<file path="src/rtl/pipe_run_ctrl.sv">
// Run controller for the five-stage Y86 pipeline: start-up flush/PC load,
// step and breakpoint pausing, watchdog, and latched final status.
module pipe_run_ctrl #(
    parameter int          CNT_W      = 32,
    parameter logic [63:0] RESET_PC   = 64'd0,
    parameter int          MAX_CYCLES = 0
) (
    input  logic             clk,
    input  logic             rst,
    input  logic             start,
    input  logic             stop_req,
    input  logic             step_mode,
    input  logic             step_req,
    input  logic             bp_en,
    input  logic [63:0]      bp_pc,
    input  logic [63:0]      f_pc,
    input  logic [3:0]       W_stat,
    input  logic             W_valid,
    output logic             pipe_en,
    output logic             pipe_flush,
    output logic             pc_load,
    output logic [63:0]      pc_init,
    output logic [2:0]       state,
    output logic [3:0]       run_stat,
    output logic             done,
    output logic [CNT_W-1:0] cycle_cnt,
    output logic [CNT_W-1:0] retired_cnt
);

    typedef enum logic [2:0] {
        IDLE  = 3'd0,
        INIT  = 3'd1,
        RUN   = 3'd2,
        PAUSE = 3'd3,
        DONE  = 3'd4
    } state_t;

    localparam logic [CNT_W-1:0] WD_LIM  = CNT_W'(MAX_CYCLES);
    localparam logic [CNT_W-1:0] CNT_MAX = '1;
    localparam logic [3:0]       ST_AOK  = 4'd1;
    localparam logic [3:0]       ST_TMO  = 4'd5;

    state_t           state_q;
    logic             pipe_flush_q;
    logic             pc_load_q;
    logic [3:0]       run_stat_q;
    logic             done_q;
    logic [CNT_W-1:0] cycle_cnt_q;
    logic [CNT_W-1:0] retired_cnt_q;
    logic             resume_skip_q;
    logic             single_q;

    logic term;
    logic bp_hit;
    logic wd;
    logic adv;

    assign term   = (W_stat == 4'd2) || (W_stat == 4'd3) || (W_stat == 4'd4);
    assign bp_hit = bp_en && (f_pc == bp_pc) && !resume_skip_q;
    assign wd     = (MAX_CYCLES != 0) && (cycle_cnt_q >= WD_LIM);
    assign adv    = (state_q == RUN) && !term && !stop_req && !wd && !bp_hit;

    always_ff @(posedge clk or posedge rst) begin
        if (rst) begin
            state_q       <= IDLE;
            pipe_flush_q  <= 1'b0;
            pc_load_q     <= 1'b0;
            run_stat_q    <= 4'd0;
            done_q        <= 1'b0;
            cycle_cnt_q   <= '0;
            retired_cnt_q <= '0;
            resume_skip_q <= 1'b0;
            single_q      <= 1'b0;
        end else begin
            pipe_flush_q <= 1'b0;
            pc_load_q    <= 1'b0;

            if (adv && cycle_cnt_q != CNT_MAX)
                cycle_cnt_q <= cycle_cnt_q + 1'b1;
            if (adv && W_valid && W_stat == ST_AOK && retired_cnt_q != CNT_MAX)
                retired_cnt_q <= retired_cnt_q + 1'b1;

            unique case (state_q)
                IDLE, DONE: begin
                    // Counters and status read as zero for the whole INIT cycle.
                    if (start) begin
                        state_q       <= INIT;
                        pipe_flush_q  <= 1'b1;
                        pc_load_q     <= 1'b1;
                        run_stat_q    <= 4'd0;
                        done_q        <= 1'b0;
                        cycle_cnt_q   <= '0;
                        retired_cnt_q <= '0;
                    end
                end
                INIT: begin
                    state_q       <= RUN;
                    resume_skip_q <= 1'b0;
                    single_q      <= 1'b0;
                end
                RUN: begin
                    resume_skip_q <= 1'b0;
                    single_q      <= 1'b0;
                    if (term) begin
                        state_q    <= DONE;
                        run_stat_q <= W_stat;
                        done_q     <= 1'b1;
                    end else if (stop_req) begin
                        state_q    <= DONE;
                        run_stat_q <= ST_AOK;
                        done_q     <= 1'b1;
                    end else if (wd) begin
                        state_q    <= DONE;
                        run_stat_q <= ST_TMO;
                        done_q     <= 1'b1;
                    end else if (bp_hit || step_mode || single_q) begin
                        state_q <= PAUSE;
                    end
                end
                PAUSE: begin
                    // A step_req resume runs exactly one cycle whatever step_mode says.
                    if (stop_req) begin
                        state_q    <= DONE;
                        run_stat_q <= ST_AOK;
                        done_q     <= 1'b1;
                    end else if (start) begin
                        state_q       <= RUN;
                        resume_skip_q <= 1'b1;
                        single_q      <= 1'b0;
                    end else if (step_req) begin
                        state_q       <= RUN;
                        resume_skip_q <= 1'b1;
                        single_q      <= 1'b1;
                    end
                end
                default: state_q <= IDLE;
            endcase
        end
    end

    assign pipe_en     = adv;
    assign pipe_flush  = pipe_flush_q;
    assign pc_load     = pc_load_q;
    assign pc_init     = RESET_PC;
    assign state       = state_q;
    assign run_stat    = run_stat_q;
    assign done        = done_q;
    assign cycle_cnt   = cycle_cnt_q;
    assign retired_cnt = retired_cnt_q;

endmodule
</file>
<file path="config.mk">
export PLATFORM = sky130hd
export DESIGN_NAME = pipe_run_ctrl
export DESIGN_NICKNAME = d
export VERILOG_FILES = /design/src/rtl/pipe_run_ctrl.sv
export SDC_FILE = /design/constraint.sdc
export NUM_CORES = 1
export LEC_CHECK = 0
export ABC_AREA = 1
export BUFFER_PORTS_ARGS = -buffer_cell sky130_fd_sc_hd__buf_2
export CELL_PAD_IN_SITES_DETAIL_PLACEMENT = 2
export CELL_PAD_IN_SITES_GLOBAL_PLACEMENT = 2
export CORE_UTILIZATION = 26
export DETAILED_ROUTE_END_ITERATION = 8
export PLACE_DENSITY_LB_ADDON = 0.1
export SLEW_MARGIN = 20
export SYNTH_ARGS = -nofsm -noshare
export SYNTH_HDL_FRONTEND = slang
export SYNTH_SLANG_ARGS = --single-unit
</file>
<file path="constraint.sdc">
create_clock -name clk -period 4.39 [get_ports clk]
set_clock_uncertainty 0.05 [all_clocks]
set_input_delay 0.2195 -clock clk [delete_from_list [all_inputs] [get_ports clk]]
set_output_delay 0.2195 -clock clk [all_outputs]
set_load 0.05 [all_outputs]
</file>
Word level (Yosys, flattened, before mapping)
Index checks and enable logic that the tools add are counted.
W data, S select, Z words.
{ "op_classes": {"n_addsub": 2, "eq_ne": 16, "muxes": 31, "reduce_logical": 25} }
{ "ops": {"columns": ["operator", "count"], "rows": [
  ["$mux W32", 6],
  ["$add A32 B1 Y32 const B", 2],
  ["$eq A64 B64 Y1", 1],
  ["$ne A32 B32 Y1 const B", 2],
  ["$mux W3", 7],
  ["$mux W4", 3],
  ["$pmux W3 S4", 1],
  ["$pmux W4 S3", 1],
  ["$mux W1", 10],
  ["$logic_and A1 B1 Y1", 9],
  ["$eq A4 B2 Y1 const B", 2],
  ["$eq A3 B2 Y1 const B", 2],
  ["$reduce_and A3 Y1", 2],
  ["$eq A4 B1 Y1 const B", 1],
  ["$eq A4 B3 Y1 const B", 1],
  ["$logic_not A1 Y1", 4],
  ["$logic_or A1 B1 Y1", 4],
  ["$ne A2 B2 Y1 const B", 2],
  ["$ne A4 B3 Y1 const B", 1],
  ["$ne A4 B4 Y1 const B", 1],
  ["$pmux W1 S2", 2],
  ["$reduce_or A2 Y1", 2],
  ["$eq A3 B1 Y1 const B", 1],
  ["$eq A3 B3 Y1 const B", 1],
  ["6 further kinds", 6]
]} }
{ "word_totals": {"register_bits": 75, "input_bits": 140, "output_inout_bits": 139, "wordCells": 82} }

Logic depth before layout (Yosys ltp)
{ "logic_depth": {"depth_word": 13, "depth_mapped": 17, "ltp_nobuf": 16} }

Worst setup path after synthesis
Ideal clock, no wire load.
{ "synth_path": {"path_type": "register to register", "from": "register retired_cnt_q[1], in the netlist retired_cnt[1]", "to": "register retired_cnt_q[13], in the netlist retired_cnt[13]", "setup_ps": 121, "arrival_ps": 2236, "t_required_ps": 4219, "path_slack_ps": 1983, "path_stages_with_launch": 12, "path_buffers": 1, "cell_sequence": "dfrtp_1 > ha_1 > nand2_1 > nor2_1 > nand3_1 > nor2_1 > nand4_2 > inv_1 > nor2_2 > buf_2 > a21oi_1 > nor2_1"} }
{ "synth_via": {"elab_chain_cells": 5, "elab_cells_between_ends": 6, "classes_between": "1 x add/sub; 1 x eq/ne; 3 x mux; 1 x reduce/logical"} }
{ "synth_lines": {"columns": ["item", "line_no", "source"], "rows": [
  ["from (decl)", "49", "logic [CNT_W-1:0] retired_cnt_q;"],
  ["from (signal assigned)", "81", "retired_cnt_q <= retired_cnt_q + 1'b1;"],
  ["parallel branches: the longest is 2 deep, another holds $add A32 B1 Y32", null, null],
  ["$mux W32 *", "80", "if (adv && W_valid && W_stat == ST_AOK && retired_cnt_q != CNT_MAX)"],
  ["$mux W32", "86", "if (start) begin"],
  ["$mux W32 *", "83", "unique case (state_q)"]
]} }
Mark *: on every way between the ends.
A chain may end at the register's enable or synchronous reset.

Final worst setup path
{ "layout_path": {"from": "register cycle_cnt_q[0], in the netlist cycle_cnt[0]", "to": "register cycle_cnt_q[1], in the netlist cycle_cnt[1]"} }
{ "layout_via": {"elab_chain_cells": 5, "elab_cells_between_ends": 6, "classes_between": "1 x add/sub; 1 x eq/ne; 3 x mux; 1 x reduce/logical"} }
{ "layout_lines": {"columns": ["item", "line_no", "source"], "rows": [
  ["from (decl)", "48", "logic [CNT_W-1:0] cycle_cnt_q;"],
  ["from (signal assigned)", "79", "cycle_cnt_q <= cycle_cnt_q + 1'b1;"],
  ["parallel branches: the longest is 2 deep, another holds $add A32 B1 Y32", null, null],
  ["$mux W32 *", "78", "if (adv && cycle_cnt_q != CNT_MAX)"],
  ["$mux W32", "86", null],
  ["$mux W32 *", "83", null]
]} }
Marked as above.

==> metrics <==
total design power=0.00251 W; largest net degree at the start of global routing=42; CP startpoint kind=register; wire per inst=15.3 microns; Ys Warns=0; post-placement cell count=1542; most frequent CP cell=nor2_1; combinational group share of total power=33.1%; Sum Neg Setup Slack=0 ns; area of the mapped netlist=0.00634 sq mm; Max Cap Viol=0; Main synth FF type=dfrtp_1; Reg2Reg Capture Point=cycle_cnt[1]; Synth cell types=37; CP Class=register to register; post-synth top area cell=dfrtp_1; max frequency=0.311 GHz; Final Hold Viols=0; clock latency at the later pin of the worst-skew pair=0.35 ns; root buffer cell=clkbuf_16; final worst-path cycle share=73.3%; via count=6987; Min-Delay Path Depth=2; Post-Layout Cell Count=1562; P per Cell Area=319 mW/mm^2; io pins=279; first-pass GRT wire length=38200 microns; Cell Chain, Critical Path=ha_1, nand3_1, inv_1, nand2_1, nor2_1, nand4_1, nand2_2, clkinv_2, o21ai_0, nor2_1; Post-Route Utilization=33.2%; CTS tree=yes; Pint=0.00150 W; Area growth syn-to-layout=24.2%; critical path arrival=3.41 ns; sequential share of power=31.1%; clock power share=35.8%; share of the synthesized area in the top cell type=29.6%; crit-path max cell delay=0.56 ns; CTS buffer count=9; VDD IR max=0.161 mV; Net Sw Frac=40.1%; GRT Overall Usage=19.7%; cells on worst reg2reg path=10; CP Capture Type=register; FF-to-FF Start=cycle_cnt[0]; Die W=158 microns; IO buf count=214; DRC=0; slack of the worst reg-to-reg path=1.17 ns; Pins Over Slew Limit=0; synth cell count leaders=nand2_1 (291), inv_1 (158), nor2_1 (157); Syn Area/Cell=6.20 sq um; minimum clock period=3.22 ns; die area=0.0250 sq mm; Mapped Cells=1023; initial antenna violation count=3; FP Rows=56; NumNets Final=1377; Clock transition at path regs=0.06 ns; top post-synthesis cells by area=dfrtp_1 (30%), nand2_1 (17%), inv_1 (9.4%); total iterations of the first detailed-routing run=6; Hold WC Path Type=primary input to register; total grt overflow=0; Worst Hold End=single_q; final setup fails=0; Final Wtd Congestion=0.852; H-tree levels=3; Starting Density=26.8%; Switch Pwr=0.00101 W; vias in the first global route=7299; clk buf depth=2; Max FO, Critical Path=18; core area=0.0237 sq mm; CP Data Required Time=4.58 ns; leakage=4.41 nW; Slew Limit Headroom=53.7%; CP top delay family=simple AND/OR/NAND/NOR gates; initial drt markers=146; hold path start=start; sequential-to-total area share from yosys stat=29.6%; RSZ-0062 raised after global routing=false; HPWL Detailed=19500 microns; Die Ht=158 microns; layout cells sized above 1=21.2%; Worst-Margin Slew=0.694 ns; DRT antenna net count=0; synthesized flop and latch total=75; run status=completed; most numerous cell in the Yosys netlist=nand2_1; WP buf/inv=2; final worst setup slack=1.17 ns; async set or reset register ratio after synthesis=100%; EDFF count, synth=0; drt total wl=23900 microns; DR vias/cell=4.47; worst slack at placement=1.12 ns; Critical Path Slowest Stage Cell=nand2_2; # clock sinks=75
[metrics by stage]
step / cell area [sq um] / hold WS, ns
2_1_floorplan: 6580 / 0.282
5_1_grt: 7870 / 0.0624
6_report: 7870 / 0.0506
4_1_cts: 7870 / 0.0397
3_5_place_dp: 7510 / 0.306
3_3_place_gp: 7510 / 0.297
[power by group through the flow]
stage / Clock (W) / Sequential [W] / Combinational [W]
after global routing: 0.000946 / 0.000789 / 0.000918
final: 0.000899 / 0.000781 / 0.000832
after detailed placement: 0 / 0.000793 / 0.000847
after floorplan: 0 / 0.000923 / 0.000507
after global placement: 0 / 0.000790 / 0.000828
after CTS: 0.000927 / 0.000781 / 0.000850
[state kept, by name, summed over array words and instances, names as in the netlist]
| name | count |
|---|---|
| cycle_cnt | 32 |
| done | 1 |
| pc_load | 1 |
| resume_skip_q | 1 |
| retired_cnt | 32 |
| run_stat | 4 |
| single_q | 1 |
| state | 3 |
[logic make-up after synthesis]
group	synth area share (%)
other cells	0.0591
flops	29.6
simple gates	39.1
fa+ha+maj	0.395
xor+xnor	5.39
compound gates	6.75
buf+inv	18.7
[layer usage]
metal	GRT usage, %	up-vias	wire length, microns
li1	-	3448	-
met1	23.5	3368	10200
met2	36.4	148	12500
met3	3.31	23	837
met4	4.76	0	380
met5	0	-	0
[worst max path at each step]
stage                              start         endpoint  slack (ns)  cells after the start
after floorplan           retired_cnt[1]  retired_cnt[13]        1.98                     11
after global placement      cycle_cnt[0]     cycle_cnt[1]        1.25                     10
after detailed placement    cycle_cnt[0]     cycle_cnt[1]        1.12                     10
after CTS                   cycle_cnt[0]     cycle_cnt[1]        1.12                     10
after global routing        cycle_cnt[0]     cycle_cnt[1]        0.76                     10
final                       cycle_cnt[0]     cycle_cnt[1]        1.17                     10
[layout make-up]
class	count	area, sq um
flip-flops and latches	75	1880
clock inverters	6	111
inverters	162	612
diodes	3	7.51
repair buffers	219	1110
well taps	319	399
clock buffers	10	239
multi-input cells	768	3520
fillers	3058	15800
[layout by cell type, fill, tap and decap left out, types with 2 or more instances in the layout]
cell | Yosys | layout
nand4_2 | 2 | 2
nor2_2 | 9 | 9
diode_2 | 0 | 3
xnor2_1 | 27 | 27
inv_2 | 2 | 2
bufinv_16 | 0 | 3
nand3b_1 | 9 | 9
clkbuf_16 | 0 | 9
ha_1 | 2 | 2
nor3_1 | 18 | 18
xor2_1 | 12 | 12
nor4_1 | 11 | 11
nand2_1 | 291 | 291
conb_1 | 1 | 64
nand4_1 | 21 | 21
nor3b_1 | 4 | 4
inv_1 | 158 | 157
or2_2 | 10 | 10
nor2_1 | 157 | 157
o21ai_0 | 34 | 34
buf_2 | 2 | 214
dfrtp_1 | 75 | 75
nand3_1 | 45 | 45
buf_4 | 69 | 4
a21oi_1 | 40 | 40
clkinv_2 | 2 | 4
o21ai_1 | 2 | 2
[what timing repair did]
| item | 4_1_cts | 5_1_grt |
|---|---|---|
| resized for setup | 0 | 0 |
| setup buffers | 0 | 0 |
| endpoints found under the hold margin | 34 | 0 |
| hold buffers | 1 | 0 |
(Power assumes the default switching activity.)
